## config.mk

```make
export PLATFORM = sky130hd
export DESIGN_NAME = pipe_ctrl
export DESIGN_NICKNAME = d
export VERILOG_FILES = /design/src/rtl/pipe_ctrl.sv
export SDC_FILE = /design/constraint.sdc
export NUM_CORES = 1
export LEC_CHECK = 0
export CELL_PAD_IN_SITES_DETAIL_PLACEMENT = 1
export CELL_PAD_IN_SITES_GLOBAL_PLACEMENT = 1
export CORE_AREA = 2 2 117 130
export CTS_BUF_LIST = sky130_fd_sc_hd__clkbuf_8
export CTS_CLUSTER_SIZE = 24
export DETAILED_ROUTE_END_ITERATION = 16
export DIE_AREA = 0 0 119 132
export GPL_ROUTABILITY_DRIVEN = 0
export PLACE_DENSITY_LB_ADDON = 0.1
export SETUP_SLACK_MARGIN = 0.02
export SLEW_MARGIN = 10
export SYNTH_ARGS = -nofsm -noshare
export SYNTH_HDL_FRONTEND = slang
export SYNTH_SLANG_ARGS = --single-unit
```

## constraint.sdc

```tcl
create_clock -name clk -period 3.25 [get_ports clk]
set_clock_uncertainty 0.2 [all_clocks]
set_input_delay 0.975 -clock clk [delete_from_list [all_inputs] [get_ports clk]]
set_output_delay 0.975 -clock clk [all_outputs]
set_load 0.01 [all_outputs]
```

## src/rtl/pipe_ctrl.sv

```systemverilog
// pipe_ctrl -- pipeline controller for the five-stage core.
//
// Owns the fetch PC and the instruction ROM enable. It turns per-stage stall
// requests into a stall/bubble vector and runs flush and halt through a
// four-state FSM. It also keeps a saturating stall-cycle counter and a hang
// watchdog.
//
// Ports:
//   clk        in   clock, rising edge
//   rst        in   asynchronous active-high reset
//   stallreq   in   [STAGES]  per-stage stall request (bit 0 = IF)
//   flush_req  in   flush request (exception / redirect)
//   flush_pc   in   [PC_W]    redirect target, taken with flush_req
//   halt_req   in   stop fetching
//   resume     in   leave HALT
//   cnt_clr    in   synchronous clear of stall_cnt
//   ce         out  instruction ROM enable (registered)
//   pc         out  [PC_W]    fetch address (registered)
//   stall      out  [STAGES]  per-stage hold (combinational)
//   bubble     out  [STAGES]  per-stage NOP insertion (combinational)
//   flush      out  clear all pipeline registers (decode of state)
//   state      out  [2]       IDLE=0, RUN=1, FLUSH=2, HALT=3
//   stall_cnt  out  [CNT_W]   saturating count of stalled RUN cycles
//   hang       out  watchdog flag (registered)
module pipe_ctrl #(
    parameter int unsigned         STAGES   = 5,
    parameter int unsigned         PC_W     = 32,
    parameter logic [PC_W-1:0]     RESET_PC = '0,
    parameter logic [PC_W-1:0]     PC_INC   = PC_W'(4),
    parameter int unsigned         CNT_W    = 32,
    parameter int unsigned         TIMEOUT  = 1024
) (
    input  logic              clk,
    input  logic              rst,
    input  logic [STAGES-1:0] stallreq,
    input  logic              flush_req,
    input  logic [PC_W-1:0]   flush_pc,
    input  logic              halt_req,
    input  logic              resume,
    input  logic              cnt_clr,
    output logic              ce,
    output logic [PC_W-1:0]   pc,
    output logic [STAGES-1:0] stall,
    output logic [STAGES-1:0] bubble,
    output logic              flush,
    output logic [1:0]        state,
    output logic [CNT_W-1:0]  stall_cnt,
    output logic              hang
);

    typedef enum logic [1:0] {
        S_IDLE  = 2'd0,
        S_RUN   = 2'd1,
        S_FLUSH = 2'd2,
        S_HALT  = 2'd3
    } state_t;

    localparam int unsigned     RL_W   = $clog2(TIMEOUT + 1);
    localparam logic [RL_W-1:0] RL_MAX = RL_W'(TIMEOUT);

    function automatic logic [CNT_W-1:0] sat_inc_cnt(input logic [CNT_W-1:0] v);
        return (&v) ? v : v + 1'b1;
    endfunction

    function automatic logic [RL_W-1:0] sat_inc_rl(input logic [RL_W-1:0] v);
        return (v == RL_MAX) ? v : v + 1'b1;
    endfunction

    state_t            state_q, state_d;
    logic              ce_q, ce_d;
    logic [PC_W-1:0]   pc_q, pc_d;
    logic [CNT_W-1:0]  cnt_q, cnt_d;
    logic [RL_W-1:0]   run_len_q, run_len_d;
    logic              hang_q, hang_d;

    logic [STAGES-1:0] req_mask;
    logic [STAGES-1:0] req_bubble;
    logic              seen;
    logic              any_req;
    logic              run_stall;

    // Thermometer fill from the highest requesting stage downward: every
    // stage at or below the requester must hold. The bubble goes into the
    // first stage above the held region, which is the 1->0 step of the mask.
    always_comb begin
        seen       = 1'b0;
        req_mask   = '0;
        req_bubble = '0;
        for (int j = STAGES - 1; j >= 0; j--) begin
            seen        = seen | stallreq[j];
            req_mask[j] = seen;
        end
        for (int j = 1; j < STAGES; j++) begin
            req_bubble[j] = req_mask[j-1] & ~req_mask[j];
        end
    end

    always_comb begin
        stall  = '0;
        bubble = '0;
        case (state_q)
            S_RUN: begin
                stall  = req_mask;
                bubble = req_bubble;
            end
            S_HALT:  stall = '1;
            default: ;
        endcase
    end

    assign any_req   = |stallreq;
    assign run_stall = (state_q == S_RUN) && any_req;

    always_comb begin
        state_d = state_q;
        ce_d    = ce_q;
        pc_d    = pc_q;
        case (state_q)
            S_IDLE: begin
                state_d = S_RUN;
                ce_d    = 1'b1;
            end
            S_RUN: begin
                if (flush_req) begin
                    state_d = S_FLUSH;
                    ce_d    = 1'b1;
                    pc_d    = flush_pc;
                end else if (halt_req) begin
                    state_d = S_HALT;
                    ce_d    = 1'b0;
                end else if (!req_mask[0]) begin
                    pc_d = pc_q + PC_INC;
                end
            end
            S_FLUSH: begin
                ce_d = 1'b1;
                if (flush_req) begin
                    pc_d = flush_pc;
                end else begin
                    state_d = S_RUN;
                    pc_d    = pc_q + PC_INC;
                end
            end
            S_HALT: begin
                // A flush outranks resume; resume outranks a held halt_req.
                if (flush_req) begin
                    state_d = S_FLUSH;
                    ce_d    = 1'b1;
                    pc_d    = flush_pc;
                end else if (resume) begin
                    state_d = S_RUN;
                    ce_d    = 1'b1;
                end
            end
            default: ;
        endcase
    end

    always_comb begin
        cnt_d = cnt_q;
        if (cnt_clr) begin
            cnt_d = '0;
        end else if (run_stall) begin
            cnt_d = sat_inc_cnt(cnt_q);
        end

        run_len_d = run_stall ? sat_inc_rl(run_len_q) : '0;

        hang_d = hang_q;
        if (state_d == S_FLUSH) begin
            hang_d = 1'b0;
        end else if ((state_q == S_RUN) && !any_req) begin
            hang_d = 1'b0;
        end else if (run_len_d == RL_MAX) begin
            hang_d = 1'b1;
        end
    end

    always_ff @(posedge clk or posedge rst) begin
        if (rst) begin
            state_q   <= S_IDLE;
            ce_q      <= 1'b0;
            pc_q      <= RESET_PC;
            cnt_q     <= '0;
            run_len_q <= '0;
            hang_q    <= 1'b0;
        end else begin
            state_q   <= state_d;
            ce_q      <= ce_d;
            pc_q      <= pc_d;
            cnt_q     <= cnt_d;
            run_len_q <= run_len_d;
            hang_q    <= hang_d;
        end
    end

    assign ce        = ce_q;
    assign pc        = pc_q;
    assign flush     = (state_q == S_FLUSH);
    assign state     = state_q;
    assign stall_cnt = cnt_q;
    assign hang      = hang_q;

endmodule

```

==> out/metrics.cfg <==
[sta]
fin_tns_setup_ns=-0.00985
hold_slack_ns=0.317
finalCritPeriodShare_pct=100
finalHoldViolations=0
max_clock_freq_mhz=307
finalSetupViolCount=1
relSlewSlack_pct=57.0
max_slew.worst_pin.slew_ns=0.642
finalWorstPathRequiredPeriod_ns=3.26
unrepaired_setup_endpoints_after_global_routing=true
final.setup.worst_slack_ns=-0.00985
final-max-slew-violation-count=0

[die]
fp.coreArea_um2=14300
initial_cell_density_of_the_core_pct=34.3
placementRows=46
floorplan.die.height_um=132
pin_count=122
dieArea_um2=15700
floorplan.die.width_um=119

[routing]
route.final.wire_length_mm=16.2
ant_nets=0
initialDrtViolationCount=168
total_drc_errors_in_the_routed_layout=0
dr_wl_met3_um=607
route.detailed.wl_per_inst_um=18.4
highest-signal-layer=met4
wl_met2_mm=8.16
route.detailed.vias_per_inst=5.56
met1_length_mm=7.16
via_count=4896
first_pass_iters=4

[critical_path]
rr_endpoint=stall_cnt[3]
worst_ep_required_time_ns=2.07
critPathArrivalTime_ns=2.08
path_max_fanout=2
worst-r2r-setup-slack_ns=0.76
ff2ff_path_depth=6
endpoint_kind=primary output
worstSetupPathType=in -> out
worstSetupStartpointType=primary input
r2r-start=stall_cnt[17]

[place]
buffer_ports.inserted=120
dp_cells=864
pre_cts_slack_ns=-0.712
hpwl_mm=11.6

[power]
power.density_nw_per_um2=428
irDropWorstVdd_mv=0.233
leakage_dissipation_nw=2.64

[synthesis]
ys_top_cells_by_area=sky130_fd_sc_hd__dfrtp_1 40%, sky130_fd_sc_hd__a21oi_1 5.6%, sky130_fd_sc_hd__nor2_1 3.9%
synth.largest_area_cell=sky130_fd_sc_hd__dfrtp_1
synth-async-reset-ratio_pct=100
synth.distinct_cells=73
edff_count_synth=0
yosys_most_used_dff=sky130_fd_sc_hd__dfrtp_1
synthesis_warnings=0
yosysSeqAreaShare_pct=40.2
yosysTopAreaCellShare_pct=40.2
netlist_area_um2=4920
synth_area_per_cell_um2=8.98
synthCells=548
synth.net_count=595
synth_seq_cells=79

[layout]
area_delta_synth_final_pct=36.0
layoutNonFillerInstCount=880
fin_util_pct=46.7
design.final.nets=731
final_layout_size_suffix_gt1_share_pct=14.4
fillCellCount=1661
final_antenna_diode_count=0

[global_route]
wire_length_of_the_first_global_routing_pass_mm=27.0
grt_start_max_net_pins=68
grt-ovfl-total=0
initial_antenna_violation_count=0
number_of_global_route_vias_before_repair=5245
grt_use_total_pct=21.0

[worst_hold_path]
hold_path.class=reg -> reg
min_delay_worst_endpoint=pc[0]
hp-start=pc[0]
min_delay_path_depth=1

[outcome]
run_status=finished, violations left
violations=negative setup slack

[clock_tree]
cts_tree=built
clk-insertion-delay-late_ns=0.37
clock_sink_count=79
clock_path_buffers=2
max_h_tree_level=3
clkTransAtPathRegs_ns=0.09
cts_inserted_buffers=9
cts.root.buffer_cell=sky130_fd_sc_hd__clkbuf_8

[job]
max-cap-violations=0

==> layout by cell type (no fill, tap or decap), types with 8 or more instances in the layout <==
| cell | synthesis | final |
|---|---|---|
| sky130_fd_sc_hd__clkdlybuf4s50_1 | 0 | 110 |
| sky130_fd_sc_hd__dfrtp_1 | 79 | 78 |
| sky130_fd_sc_hd__a21oi_1 | 55 | 54 |
| sky130_fd_sc_hd__nor2_1 | 51 | 51 |
| sky130_fd_sc_hd__buf_4 | 2 | 36 |
| sky130_fd_sc_hd__nand3_1 | 29 | 29 |
| sky130_fd_sc_hd__nand2_1 | 27 | 27 |
| sky130_fd_sc_hd__nand4_1 | 25 | 25 |
| sky130_fd_sc_hd__or4_1 | 22 | 22 |
| sky130_fd_sc_hd__o21ai_0 | 22 | 22 |
| sky130_fd_sc_hd__o31ai_1 | 21 | 21 |
| sky130_fd_sc_hd__inv_1 | 15 | 15 |
| sky130_fd_sc_hd__and3_1 | 14 | 14 |
| sky130_fd_sc_hd__a31oi_1 | 12 | 12 |
| sky130_fd_sc_hd__clkbuf_8 | 0 | 11 |
| sky130_fd_sc_hd__or3_1 | 9 | 8 |
| sky130_fd_sc_hd__o22a_1 | 8 | 8 |
==> flip-flops by register name, summed over array words and instances, names as in the netlist <==
name       flops
stall_cnt     32
state          2
run_len_q     11
hang           1
pc            32
ce             1
==> worst max-delay path, stage by stage <==
cell and delay (ns):
sky130_fd_sc_hd__buf_6 0.09, sky130_fd_sc_hd__or3_4 0.37, sky130_fd_sc_hd__o21a_1 0.19, sky130_fd_sc_hd__a21o_1 0.17, sky130_fd_sc_hd__a21o_1 0.15, sky130_fd_sc_hd__buf_2 0.13
==> per-stage QoR <==
step | area (µm²) | power, W
final | 6690 | 0.00286
after detailed placement | 6520 | 0.00218
after CTS | 6690 | 0.00290
after global routing | 6690 | 0.00303
after floorplan | 4920 | 0.00168
after global placement | 6520 | 0.00216
==> cell type report <==
class,count,area (µm²),area share [%]
Clock buffer,11,151,2.26
Clock inverter,4,22.5,0.337
Tap cell,192,240,3.59
Inverter,15,57.6,0.860
Sequential cell,79,1980,29.6
Timing Repair Buffer,160,1530,22.9
Multi-Input combinational cell,419,2710,40.5
==> power by group <==
group	internal [W]	switching, W
sequential	0.00110	0.000174
combinational	0.000467	0.000426
clock	0.000311	0.000385
total	0.00188	0.000985
==> worst max-delay path by stage <==
stage | slack (ns) | cells after the start | end | from
2_1_floorplan | 0.05 | 1 | ce | rst
3_3_place_gp | -0.67 | 6 | stall[0] | stallreq[2]
3_5_place_dp | -0.71 | 5 | bubble[1] | stallreq[2]
4_1_cts | -0.01 | 6 | stall[0] | stallreq[3]
5_1_grt | -0.05 | 6 | stall[0] | stallreq[3]
6_report | -0.01 | 6 | stall[0] | stallreq[3]
==> cells in the mapped netlist (all sizes together) (9+ instances only) <==
library cell and number:
and3 14, or3 9, a31oi 12, buf 18
nand2 27, nand4 28, or4 22, nand3 30
o21ai 31, inv 15, clkbuf 17, o31ai 21
dfrtp 79, a21oi 61, nor2 52
==> kinds of logic after synthesis <==
family | synth area share (%)
buffers and inverters | 5.24
and+or+nand+nor | 27.3
AOI/OAI and AO/OA | 23.1
other | 0.0762
adders and majority gates | 1.02
DFF | 40.2
muxes | 1.68
xor gates and xnor gates | 1.42
==> layer usage <==
metal  global-route usage, %  vias up
met4                    7.21        0
met5                       0        -
met3                    3.42       15
met1                    26.4     2438
met2                    36.6       96
li1                        -     2347
==> repair_timing <==
action,4_1_cts,5_1_grt
endpoints found under the hold margin,0,0
hold buffers,0,0
gates resized for setup,30,3
pin swaps,1,0
setup buffers,1,0
endpoints found under the setup margin,9,4
No activity file was read; power rests on OpenSTA's default activity.
